File: src/rtl/board_status_writer.sv
// board_status_writer
// Write-side engine for the 5x5 minesweeper board-status RAM read by the VGA path.
// Turns new presses into status writes (neighbour count, mine, hidden), clears
// the board, reveals every mine on game over and detects a win.
// Optional build macro: FLOOD_REVEAL_EN adds a FLOOD state that auto-reveals
// the region around any zero-count cell. Without it, one cell is revealed per press.
module board_status_writer #(
  parameter int         BOARD_W       = 5,
  parameter int         BOARD_H       = 5,
  parameter logic [3:0] STATUS_HIDDEN = 4'd10,
  parameter logic [3:0] STATUS_MINE   = 4'd9
) (
  input  logic                       clk,
  input  logic                       reset,
  input  logic                       clear,
  input  logic                       press,
  input  logic [31:0]                cursor_id,
  input  logic [BOARD_W*BOARD_H-1:0] mine_map,
  output logic                       wEn,
  output logic [31:0]                addr,
  output logic [31:0]                dataIn,
  output logic                       busy,
  output logic                       game_over,
  output logic                       game_won,
  output logic [4:0]                 revealed_count
);

  localparam int NCELLS = BOARD_W * BOARD_H;

  typedef enum logic [2:0] {
    S_CLEAR,
    S_IDLE,
    S_CHECK,
    S_MINE_SWEEP,
    S_DONE
`ifdef FLOOD_REVEAL_EN
    , S_FLOOD
`endif
  } state_t;

  // Mask of the in-board 8-neighbours of a cell; off-board cells never wrap.
  function automatic logic [NCELLS-1:0] nbr_mask(input logic [4:0] id);
    logic [NCELLS-1:0] m;
    int r, c, rr, cc;
    m = '0;
    r = int'(id) / BOARD_W;
    c = int'(id) % BOARD_W;
    for (int dr = -1; dr <= 1; dr++) begin
      for (int dc = -1; dc <= 1; dc++) begin
        rr = r + dr;
        cc = c + dc;
        if (!(dr == 0 && dc == 0) && rr >= 0 && rr < BOARD_H && cc >= 0 && cc < BOARD_W)
          m[rr*BOARD_W + cc] = 1'b1;
      end
    end
    return m;
  endfunction

  function automatic logic [4:0] popcount(input logic [NCELLS-1:0] v);
    logic [4:0] s;
    s = '0;
    for (int i = 0; i < NCELLS; i++) s = s + {4'd0, v[i]};
    return s;
  endfunction

  state_t            state, next_state;
  logic [4:0]        idx;
  logic [4:0]        cell_id;
  logic [NCELLS-1:0] revealed;
  logic              press_q;

  logic              new_press, cid_ok, idx_last, state_scans, busy_d;
  logic [4:0]        cid5, cell_sel, safe_total, count_inc;
  logic [NCELLS-1:0] sel_nbrs;
  logic [3:0]        sel_count;
  logic              w_en_d;
  logic [4:0]        w_addr_d;
  logic [3:0]        w_data_d;

`ifdef FLOOD_REVEAL_EN
  logic [NCELLS-1:0] zero_mask;
  logic              flood_any;
  logic              flood_hit;
`endif

  // Shared decode: press edge, cursor validity and neighbour count of the cell in focus.
  always_comb begin
    new_press   = press & ~press_q;
    cid_ok      = cursor_id < 32'(NCELLS);
    cid5        = cursor_id[4:0];
    idx_last    = (idx == 5'(NCELLS - 1));
    cell_sel    = (state == S_CHECK) ? cell_id : idx;
    sel_nbrs    = nbr_mask(cell_sel);
    sel_count   = 4'(popcount(sel_nbrs & mine_map));
    safe_total  = 5'(NCELLS) - popcount(mine_map);
    count_inc   = revealed_count + 5'd1;
    state_scans = (state == S_CLEAR) || (state == S_MINE_SWEEP);
`ifdef FLOOD_REVEAL_EN
    state_scans = state_scans || (state == S_FLOOD);
    flood_hit   = (state == S_FLOOD) && !revealed[idx] && !mine_map[idx] &&
                  (|(sel_nbrs & zero_mask));
`endif
    busy_d      = state_scans || (state == S_CHECK);
  end

  // State register; reset starts a board clear.
  always_ff @(posedge clk or negedge reset) begin
    if (!reset) state <= S_CLEAR;
    else        state <= next_state;
  end

  // Next-state logic; clear overrides everything including a simultaneous press.
  always_comb begin
    next_state = state;
    if (clear) begin
      next_state = S_CLEAR;
    end else begin
      case (state)
        S_CLEAR:      if (idx_last) next_state = S_IDLE;
        S_IDLE:       if (new_press && cid_ok && !revealed[cid5]) next_state = S_CHECK;
        S_CHECK: begin
          if (mine_map[cell_id])              next_state = S_MINE_SWEEP;
`ifdef FLOOD_REVEAL_EN
          else if (sel_count == 4'd0)         next_state = S_FLOOD;
`endif
          else if (count_inc == safe_total)   next_state = S_DONE;
          else                                next_state = S_IDLE;
        end
        S_MINE_SWEEP: if (idx_last) next_state = S_DONE;
`ifdef FLOOD_REVEAL_EN
        S_FLOOD: begin
          if (idx_last && !(flood_any || flood_hit)) begin
            if ((flood_hit ? count_inc : revealed_count) == safe_total) next_state = S_DONE;
            else                                                        next_state = S_IDLE;
          end
        end
`endif
        S_DONE:       next_state = S_DONE;
        default:      next_state = S_CLEAR;
      endcase
    end
  end

  // Write request for this cycle, registered onto wEn/addr/dataIn below.
  always_comb begin
    w_en_d   = 1'b0;
    w_addr_d = idx;
    w_data_d = STATUS_HIDDEN;
    if (!clear) begin
      case (state)
        S_CLEAR: w_en_d = 1'b1;
        S_CHECK: begin
          w_en_d   = 1'b1;
          w_addr_d = cell_id;
          w_data_d = mine_map[cell_id] ? STATUS_MINE : sel_count;
        end
        S_MINE_SWEEP: begin
          w_en_d   = mine_map[idx];
          w_data_d = STATUS_MINE;
        end
`ifdef FLOOD_REVEAL_EN
        S_FLOOD: begin
          w_en_d   = flood_hit;
          w_data_d = sel_count;
        end
`endif
        default: w_en_d = 1'b0;
      endcase
    end
  end

  // Registered outputs, scan index, latched cell and game bookkeeping.
  always_ff @(posedge clk or negedge reset) begin
    if (!reset) begin
      press_q        <= 1'b0;
      wEn            <= 1'b0;
      addr           <= '0;
      dataIn         <= '0;
      busy           <= 1'b0;
      idx            <= '0;
      cell_id        <= '0;
      revealed       <= '0;
      revealed_count <= '0;
      game_over      <= 1'b0;
      game_won       <= 1'b0;
    end else begin
      press_q <= press;
      wEn     <= w_en_d;
      addr    <= {27'd0, w_addr_d};
      dataIn  <= {28'd0, w_data_d};
      busy    <= busy_d;
      if (state_scans && !clear) idx <= idx_last ? 5'd0 : idx + 5'd1;
      else                       idx <= 5'd0;
      if (state == S_IDLE && next_state == S_CHECK) cell_id <= cid5;
      if (clear || state == S_CLEAR) begin
        revealed       <= '0;
        revealed_count <= '0;
        game_over      <= 1'b0;
        game_won       <= 1'b0;
      end else begin
        if (state == S_CHECK) begin
          if (mine_map[cell_id]) begin
            game_over <= 1'b1;
          end else begin
            revealed[cell_id] <= 1'b1;
            revealed_count    <= count_inc;
          end
        end
`ifdef FLOOD_REVEAL_EN
        if (flood_hit) begin
          revealed[idx]  <= 1'b1;
          revealed_count <= count_inc;
        end
`endif
        if (next_state == S_DONE && state != S_DONE && state != S_MINE_SWEEP)
          game_won <= 1'b1;
      end
    end
  end

`ifdef FLOOD_REVEAL_EN
  // Zero-count mask seeds the flood; flood_any remembers whether the current pass revealed anything.
  always_ff @(posedge clk or negedge reset) begin
    if (!reset) begin
      zero_mask <= '0;
      flood_any <= 1'b0;
    end else begin
      if (clear || state == S_CLEAR) begin
        zero_mask <= '0;
      end else if (state == S_CHECK && !mine_map[cell_id] && sel_count == 4'd0) begin
        zero_mask[cell_id] <= 1'b1;
      end else if (flood_hit && sel_count == 4'd0) begin
        zero_mask[idx] <= 1'b1;
      end
      if (state == S_FLOOD && !clear) flood_any <= idx_last ? 1'b0 : (flood_any | flood_hit);
      else                            flood_any <= 1'b0;
    end
  end
`endif

endmodule

File: config.mk
export PLATFORM = sky130hd
export DESIGN_NAME = board_status_writer
export DESIGN_NICKNAME = d
export VERILOG_FILES = /design/src/rtl/board_status_writer.sv
export SDC_FILE = /design/constraint.sdc
export NUM_CORES = 1
export LEC_CHECK = 0
export CAP_MARGIN = 20
export CORE_MARGIN = 2
export CORE_UTILIZATION = 50
export DETAILED_ROUTE_END_ITERATION = 12
export MAX_ROUTING_LAYER = met4
export PLACE_DENSITY_LB_ADDON = 0.25
export SLEW_MARGIN = 10
export SYNTH_ARGS = -nofsm -noshare
export SYNTH_HDL_FRONTEND = slang
export SYNTH_SLANG_ARGS = --single-unit
File: constraint.sdc
create_clock -name clk -period 25 [get_ports clk]
set_clock_uncertainty 0.15 [all_clocks]
set_input_delay 5 -clock clk [delete_from_list [all_inputs] [get_ports clk]]
set_output_delay 5 -clock clk [all_outputs]
set_load 0.02 [all_outputs]
==> results.py, run 1 <==
metrics = {
    "timing": {
        "finalSetupViolCount": 0,
        "finalCriticalPeriod_ns": 17.39,
        "final_max_slew_viol_count": 0,
        "worstMarginPinSlew_ns": 0.9606,
        "tns_ns": 0,
        "min_period_over_period_pct": 69.58,
        "clock.fmax_mhz": 57.49,
        "hold_viol": 0,
        "rsz0062_at_grt": "no",
        "relSlewSlack_pct": 35.96,
    },
    "cells_and_area": {
        "n_antenna_cell": 0,
        "stdcell_count": 2395,
        "area_delta_synth_final_pct": 8.253,
        "mostFrequentLayoutCell": "nor2_1",
        "final_cell_mix": "205 x nor2_1, 156 x inv_1, 152 x nand2_1, 152 x ha_1, 144 x a21oi_1",
        "finalNetCount": 2258,
        "drive_above_1_share_pct": 8.155,
    },
    "die": {
        "start_util_pct": 51.09,
        "die_width_um": 175.9,
        "core_area_um2": 28940,
        "rows": 62,
        "dieArea_um2": 30950,
        "die_h_um": 175.9,
        "ios": 134,
    },
    "power": {
        "powerDensity_nw_per_um2": 75.33,
        "p_total_mw": 1.205,
        "vdd_drop_max_v": 0.00004557,
        "p_leak_nw": 7.157,
    },
    "min_path": {
        "hp-class": "reg -> reg",
    },
    "global_routing": {
        "grt_pass1_vias": 14740,
        "grt_pass1_wl_mm": 79.81,
        "grt.overflow.total": 0,
        "grt_max_degree": 40,
        "track_usage_pct": 33.17,
        "antenna_found_initial": 0,
    },
    "route": {
        "via_per_inst": 6.520,
        "met3_length_mm": 4.773,
        "avgRoutedWirePerCell_um": 21.45,
        "antenna_left": 0,
        "detailedRoute.firstPassIterationCount": 6,
        "highest_layer": "met4",
        "drt-met1-wl_mm": 21.97,
        "vias": 15620,
        "drt-total-wl_mm": 51.37,
        "drc": 0,
        "initialDrtViolationCount": 1793,
        "dr_wl_met2_mm": 23.00,
    },
    "critical_path": {
        "cp.required_ns": 25.06,
        "crit_top_cell": "inv_1",
        "r2r_cells": 59,
        "worstReg2RegEnd": "dataIn[1]",
        "crit_arrival_ns": 17.46,
        "max_stage_delay_ns": 0.63,
        "crit_slowest_cell": "nor4b_1",
        "r2r_slack_ns": 7.61,
        "path_class": "reg -> reg",
        "r2r_start": "state[1]",
        "worstPathMaxFanout": 24,
        "crit_end": "dataIn[1]",
        "crit_start": "state[1]",
        "crit_path_end_kind": "register",
        "start_kind": "register",
    },
    "synth": {
        "synth_ff_type": "dfrtp_1",
        "synth_edf_count": 0,
        "synth_warnings": 0,
        "avgSynthCellArea_um2": 7.507,
        "synth_cells": 1969,
        "synth_seq_cells": 57,
        "async_reset_ff_share_pct": 100.0,
        "yosysSeqAreaShare_pct": 9.650,
        "ys_types": 129,
        "syn_area_um2": 14780,
    },
    "cts": {
        "cts_tree": "built",
        "cts_num_sinks": 57,
        "post-cts-setup-buffer-count": 0,
        "cts_hold_buf": 0,
        "postCtsResizedCells": 0,
        "htreeDepth": 3,
        "clk_pin_slew_worst_paths_ns": 0.05,
        "insertion_delay_ns": 0.33,
        "cts_buffer_depth": 2,
        "cts_buffers": 9,
        "ctsRootBufferMaster": "clkbuf_16",
    },
    "place": {
        "hpwl_mm": 41.35,
        "port_buffers": 78,
        "place_congestion": 1.037,
        "placed_cells": 2379,
    },
    "status": {
        "status": "finished, final reports clean",
    },
    "flow_run": {
        "max_cap_viol_count": 0,
    },
}
[flip-flops by register name (all words and copies together), names as in the netlist]
name,cells
addr,5
busy,1
cell_id,5
dataIn,4
game_over,1
game_won,1
idx,5
press_q,1
revealed,25
revealed_count,5
state,3
wEn,1
[synthesized netlist by cell type, drive strengths merged, types with 24 or more instances]
cell,count,area share (%)
nor2,210,5.6
inv,167,4.2
nand2,154,3.9
ha,152,13
a21oi,150,5.2
nor3,90,3.1
o21ai,89,3.1
buf,78,3.6
nand3,60,2.1
dfrtp,57,9.6
xnor2,48,2.9
clkbuf,43,1.1
fa,38,5.1
a21o,33,1.7
nand2b,29,1.2
xor2,29,1.7
a31oi,27,1.2
a211oi,24,1.5
nor4,24,1.1
[power breakdown]
group,total (mW),leakage (nW),internal (mW),switching (mW)
combinational,0.974,6.22,0.371,0.603
clock,0.137,0.162,0.0947,0.0419
sequential,0.0952,0.771,0.0933,0.00186
[metal layers]
metal / vias up / GRT usage [%]
met1: 7402 / 44.40
met3: 134 / 5.039
met5: - / -
met4: 0 / 10.16
met2: 845 / 51.84
li1: 7234 / -
[layout make-up]
class / instances / area (um^2)
Fill cell: 2790 / 12930
Timing Repair Buffer: 94 / 893.4
Tap cell: 384 / 480.5
Inverter: 169 / 634.4
Sequential cell: 57 / 1426
Multi-Input combinational cell: 1676 / 12240
Clock inverter: 2 / 60.06
Clock buffer: 13 / 270.3
[worst min path at each step]
stage,from,end,slack [ns],depth (start not counted)
floorplan,revealed[10],revealed[10],0.31,2
global placement,revealed[10],revealed[10],0.32,2
detailed placement,revealed[14],revealed[14],0.33,2
CTS,revealed[14],revealed[14],0.34,2
global route,revealed[2],revealed[2],0.37,2
finish,revealed[14],revealed[14],0.34,2
[critical path, delay by kind of cell (launching register included)]
kind | cells | cell delay (ns)
adders and majority gates | 16 | 6.05
and+or+nand+nor | 13 | 3.87
DFF | 1 | 0.57
muxes | 1 | 0.46
buffers and inverters | 13 | 1.70
AOI/OAI and AO/OA | 15 | 4.19
xor gates and xnor gates | 1 | 0.24
[metrics by stage]
| step | setup WS [ns] | hold slack (ns) | util, % | cell area (um^2) |
|---|---|---|---|---|
| 2_1_floorplan | 10.49 | 0.3073 | - | 14980 |
| 3_3_place_gp | 8.425 | 0.3216 | 54.14 | 15670 |
| 3_5_place_dp | 7.964 | 0.3305 | 54.14 | 15670 |
| 4_1_cts | 7.929 | 0.3413 | 55.28 | 16000 |
| 5_1_grt | 6.499 | 0.3690 | 55.30 | 16000 |
| 6_report | 7.606 | 0.3425 | 55.30 | 16000 |
[logic make-up after synthesis]
logic type	count (synthesis)	share of synthesized area, %
mux	61	6.111
xor+xnor	77	4.664
compound gates	553	26.86
flops	57	9.650
fa+ha+maj	193	18.22
buf+inv	290	9.023
other cells	1	0.02537
simple gates	737	25.44
No activity file was read; power rests on OpenSTA's default activity.
==> run 2: changes to the inputs <==
==> constraint.sdc (replaced) <==
create_clock -name clk -period 17.7 [get_ports clk]
set_clock_uncertainty 0.15 [all_clocks]
set_input_delay 3.54 -clock clk [delete_from_list [all_inputs] [get_ports clk]]
set_output_delay 3.54 -clock clk [all_outputs]
set_load 0.02 [all_outputs]
==> run 2 against run 1 <==
Net effect:
- routed wire length rose by 1.8%
- worst hold slack worse by 0.0014 ns
- total power grew 41%
- combinational power is 42% higher
- utilization is essentially flat
- non-clock buffer count down 2
- design area barely moved
- maximum frequency is 4.0% higher
- critical path type unchanged
- critical endpoint unchanged
- largest cell class unchanged
- largest power group unchanged
==> results.py, run 2 (synthesis gave the netlist of run 1 again) <==
metrics = {
    "power": {
        "p_comb_share_pct": 81.3,
        "powerDensity_nw_per_um2": 106.0,
        "vdd_drop_max_v": 0.00007154,
        "p_total_mw": 1.695,
        "p_leak_nw": 7.144,
        "seq_power_share_pct": 7.9,
        "power_switching_mw": 0.9156,
        "p_int_mw": 0.7799,
        "switching_share_pct": 54.00,
        "clockPowerShare_pct": 10.8,
    },
    "die": {
        "start_util_pct": 51.09,
        "die_h_um": 175.9,
        "dieArea_um2": 30950,
        "rows": 62,
        "ios": 134,
        "core_area_um2": 28940,
        "die_width_um": 175.9,
    },
    "critical_path": {
        "r2r_start": "state[1]",
        "cp.required_ns": 17.75,
        "cp.depth": 56,
        "critical_path_buf_inv_count": 8,
        "crit_path_end_kind": "register",
        "r2r_cells": 56,
        "crit_end": "dataIn[1]",
        "worstPathMaxFanout": 13,
        "crit_arrival_ns": 16.78,
        "worstReg2RegEnd": "dataIn[1]",
        "max_stage_delay_ns": 0.56,
        "crit_slowest_cell": "dfrtp_1",
        "start_kind": "register",
        "path_class": "reg -> reg",
        "crit_top_cell": "ha_1",
        "r2r_slack_ns": 0.97,
        "critPathTopFamily": "compound AO/OA/AOI/OAI gates",
        "crit_start": "state[1]",
    },
    "cts": {
        "htreeDepth": 3,
        "cts_tree": "built",
        "cts_num_sinks": 57,
        "ctsRootBufferMaster": "clkbuf_16",
        "cts_buffers": 9,
        "cts_hold_buf": 0,
        "cts_buffer_depth": 2,
        "clk_pin_slew_worst_paths_ns": 0.05,
        "insertion_delay_ns": 0.33,
        "post-cts-setup-buffer-count": 0,
    },
    "route": {
        "antenna_left": 0,
        "met3_length_mm": 4.873,
        "drt-total-wl_mm": 52.29,
        "vias": 15790,
        "dr_wl_met2_mm": 23.45,
        "initialDrtViolationCount": 2016,
        "drt-met1-wl_mm": 22.16,
        "highest_layer": "met4",
        "via_per_inst": 6.598,
        "detailedRoute.firstPassIterationCount": 6,
        "avgRoutedWirePerCell_um": 21.85,
        "drc": 0,
    },
    "timing": {
        "relSlewSlack_pct": 31.75,
        "final_max_slew_viol_count": 0,
        "finalCriticalPeriod_ns": 16.73,
        "finalSetupViolCount": 0,
        "rsz0062_at_grt": "no",
        "clock.fmax_mhz": 59.77,
        "min_period_over_period_pct": 94.53,
        "worstMarginPinSlew_ns": 1.013,
        "hold_viol": 0,
        "tns_ns": 0,
    },
    "flow_run": {
        "max_cap_viol_count": 0,
    },
    "cells_and_area": {
        "mostFrequentLayoutCell": "nor2_1",
        "area_delta_synth_final_pct": 8.202,
        "final_cell_mix": "205 x nor2_1, 156 x inv_1, 152 x nand2_1, 152 x ha_1, 144 x a21oi_1",
        "n_antenna_cell": 0,
        "drive_above_1_share_pct": 8.113,
        "finalNetCount": 2256,
        "top_register": "revealed",
        "largest_reg_flops": 25,
        "stdcell_count": 2393,
        "design_area_um2": 15990,
    },
    "global_routing": {
        "grt_pass1_vias": 14980,
        "track_usage_pct": 33.91,
        "grt_max_degree": 58,
        "grt.overflow.total": 0,
        "antenna_found_initial": 0,
        "grt_pass1_wl_mm": 81.79,
    },
    "place": {
        "port_buffers": 78,
        "placed_cells": 2378,
        "placed_area_um2": 15660,
        "hpwl_mm": 41.86,
        "place_congestion": 1.033,
    },
    "status": {
        "status": "finished, final reports clean",
    },
    "min_path": {
        "hp-class": "reg -> reg",
    },
}
## run 2: area by class of cell
| cell class | instances | area [um^2] |
|---|---|---|
| Tap cell | 384 | 480.5 |
| Clock buffer | 12 | 246.5 |
| Sequential cell | 57 | 1426 |
| Timing Repair Buffer | 92 | 880.8 |
| Inverter | 169 | 634.4 |
| Multi-Input combinational cell | 1676 | 12260 |
| Fill cell | 2757 | 12940 |
| Clock inverter | 3 | 65.06 |
## run 2: what timing repair did
| item | 4_1_cts | 5_1_grt |
|---|---|---|
| gates resized for setup | 0 | 4 |
| endpoints found under the hold margin | 0 | 0 |
| setup endpoints to repair | 0 | 4 |
## run 2: power by group through the flow
stage / clock network [mW] / registers [mW] / logic (mW)
after floorplan: 0 / 0.135 / 1.02
after global routing: 0.188 / 0.135 / 1.51
after CTS: 0.183 / 0.134 / 1.35
after global placement: 0 / 0.137 / 1.32
after detailed placement: 0 / 0.137 / 1.34
final: 0.183 / 0.135 / 1.38
## run 2: worst min path at each step
stage            startpoint            to  slack, ns  cells past startpoint
6_report       revealed[15]  revealed[15]       0.34                      2
5_1_grt        revealed[11]  revealed[11]       0.36                      2
4_1_cts        revealed[20]  revealed[20]       0.34                      2
3_5_place_dp    revealed[3]   revealed[3]       0.33                      2
3_3_place_gp   revealed[12]  revealed[12]       0.32                      2
2_1_floorplan  revealed[10]  revealed[10]       0.31                      2
## run 2: through the flow
step	hold WS [ns]	util [%]	setup WS (ns)
6_report	0.3411	55.28	0.9683
5_1_grt	0.3562	55.28	0.05476
4_1_cts	0.3437	55.19	0.8831
3_5_place_dp	0.3322	54.12	0.8966
3_3_place_gp	0.3209	54.12	1.539
2_1_floorplan	0.3073	-	3.194
## run 2: worst min-delay path, delay by kind of cell, from the launching register on
kind	cells	cell delay [ns]
flip-flops	1	0.33
AND/OR/NAND/NOR	1	0.07
AO/OA/AOI/OAI	1	0.04
## run 2: layer usage
layer,global-route usage [%],vias to the layer above
met2,53.08,918
met5,-,-
met3,4.177,143
met4,11.16,0
met1,45.61,7510
li1,-,7219
==> run 3: changes to the inputs <==
--- a/config.mk
+++ b/config.mk
@@ -9,8 +9,10 @@
 export CORE_MARGIN = 2
 export CORE_UTILIZATION = 50
 export DETAILED_ROUTE_END_ITERATION = 12
+export DONT_BUFFER_PORTS = 1
 export MAX_ROUTING_LAYER = met4
 export PLACE_DENSITY_LB_ADDON = 0.25
+export SKIP_LAST_GASP = 1
 export SLEW_MARGIN = 10
 export SYNTH_ARGS = -nofsm -noshare
 export SYNTH_HDL_FRONTEND = slang
==> run 3 against run 2 <==
Net effect:
- non-clock buffer count fell by 75
- critical path type unchanged
- sequential power barely moved
- clock power fell by 2%
==> results.py, run 3 (synthesis gave the netlist of run 1 again) <==
metrics = {
    "cts": {
        "insertion_delay_ns": 0.33,
        "cts_num_sinks": 57,
        "clk_pin_slew_worst_paths_ns": 0.05,
        "cts_hold_buf": 0,
        "htreeDepth": 3,
        "post-cts-setup-buffer-count": 0,
        "cts_buffer_depth": 2,
        "ctsRootBufferMaster": "clkbuf_16",
        "cts_tree": "built",
        "cts_buffers": 9,
    },
    "route": {
        "drc": 0,
        "via_per_inst": 6.579,
        "detailedRoute.firstPassIterationCount": 5,
        "vias": 15260,
        "initialDrtViolationCount": 1755,
        "avgRoutedWirePerCell_um": 22.18,
        "antenna_left": 0,
        "drt-total-wl_mm": 51.44,
    },
    "power": {
        "p_int_mw": 0.7655,
        "p_leak_nw": 6.855,
        "p_comb_share_pct": 81.3,
        "switching_share_pct": 54.42,
        "vdd_drop_max_v": 0.0001223,
        "seq_power_share_pct": 8.1,
        "powerDensity_nw_per_um2": 110.2,
        "power_switching_mw": 0.9139,
        "clockPowerShare_pct": 10.7,
    },
    "timing": {
        "tns_ns": 0,
        "hold_viol": 0,
        "worstMarginPinSlew_ns": 0.9734,
        "min_period_over_period_pct": 93.58,
        "final_max_slew_viol_count": 0,
        "finalSetupViolCount": 0,
        "clock.fmax_mhz": 60.38,
        "finalCriticalPeriod_ns": 16.56,
        "relSlewSlack_pct": 35.11,
        "rsz0062_at_grt": "no",
    },
    "cells_and_area": {
        "multiInputGateArea_um2": 12250,
        "finalNetCount": 2181,
        "register_area_um2": 1426,
        "mostFrequentLayoutCell": "nor2_1",
        "top_register": "revealed",
        "n_antenna_cell": 0,
        "fillers": 2853,
        "area_delta_synth_final_pct": 3.098,
        "drive_above_1_share_pct": 8.630,
        "largest_reg_flops": 25,
        "design_area_um2": 15240,
        "final_cell_mix": "205 x nor2_1, 156 x inv_1, 152 x nand2_1, 152 x ha_1, 144 x a21oi_1",
    },
    "critical_path": {
        "crit_arrival_ns": 16.63,
        "worstPathMaxFanout": 24,
        "cp.required_ns": 17.76,
        "critPathTopFamily": "adder cells",
        "critical_path_buf_inv_count": 9,
        "start_kind": "register",
        "crit_slowest_cell": "dfrtp_1",
        "max_stage_delay_ns": 0.56,
        "crit_path_end_kind": "register",
        "path_class": "reg -> reg",
    },
    "global_routing": {
        "grt_pass1_wl_mm": 80.07,
        "met2_usage_pct": 51.76,
        "globalRouteMet1Util_pct": 44.81,
        "grt_pass1_vias": 14300,
        "track_usage_pct": 33.32,
        "grt_busiest_layer": "met2",
        "antenna_found_initial": 0,
        "grt.overflow.total": 0,
        "grt_use_met3_pct": 6.051,
        "grt_max_degree": 58,
    },
    "place": {
        "hpwl_mm": 41.29,
        "place_congestion": 1.046,
        "placed_area_um2": 14910,
        "port_buffers": 0,
    },
    "die": {
        "ios": 134,
        "dieArea_um2": 30950,
        "start_util_pct": 51.09,
        "die_width_um": 175.9,
        "rows": 62,
        "core_area_um2": 28940,
        "die_h_um": 175.9,
    },
    "flow_run": {
        "max_cap_viol_count": 0,
    },
    "min_path": {
        "hp-class": "reg -> reg",
    },
    "status": {
        "status": "finished, final reports clean",
    },
}
-- run 3: routing by layer --
layer / wire, um / vias to the layer above
met5: 0 / -
met4: 1287 / 0
met3: 4880 / 89
met2: 23070 / 824
met1: 22210 / 7269
li1: - / 7075
-- run 3: worst reg2reg max path: cells and delay by family (launching register included) --
kind,cells,cell delay [ns]
muxes,1,0.45
xor gates and xnor gates,1,0.24
AOI/OAI and AO/OA,16,4.56
buffers and inverters,9,1.03
and+or+nand+nor,13,3.60
DFF,1,0.56
adders and majority gates,16,5.86
-- run 3: repair_timing --
item / in CTS / in global routing
resized for setup: 0 / 3
hold endpoints to repair: 0 / 0
setup endpoints to repair: 0 / 4
-- run 3: cell type report --
class | instances | share of cell area [%]
multi-input cells | 1676 | 80.41
clock buffers | 12 | 1.749
repair buffers | 17 | 0.8374
flip-flops and latches | 57 | 9.360
clock inverters | 4 | 0.3284
inverters | 169 | 4.163
well taps | 384 | 3.153
-- run 3: through the flow --
stage               cells  hold slack (ns)  setup WS, ns  total power, mW  utilization (%)
global placement     2303           0.3223         1.513            1.440            51.51
CTS                  2319           0.3428        0.8528            1.649            52.61
detailed placement   2303           0.3304        0.9625            1.462            51.51
floorplan            2023           0.3073         3.194            1.154                -
finish               2319           0.3424         1.137            1.679            52.67
global route         2319           0.3637       0.08870            1.819            52.67
-- run 3: final timing paths --
path                            slack [ns]  cells after the start          from            to
max in group asynchronous            14.56                      0         reset  revealed[10]
worst min-delay path                  0.34                      2  revealed[23]  revealed[23]
worst max register to register        1.14                     56      state[0]     dataIn[1]
worst min register to register        0.34                      2  revealed[23]  revealed[23]
worst max-delay path                  1.14                     56      state[0]     dataIn[1]
min in group asynchronous             2.75                      0         reset    cell_id[2]
-- run 3: power by group through the flow --
stage                     registers [mW]  clock network, mW  logic [mW]
after floorplan                    0.135                  0        1.02
after global placement             0.138                  0        1.30
after detailed placement           0.138                  0        1.32
after CTS                          0.135              0.181        1.33
after global routing               0.136              0.187        1.50
final                              0.136              0.179        1.36
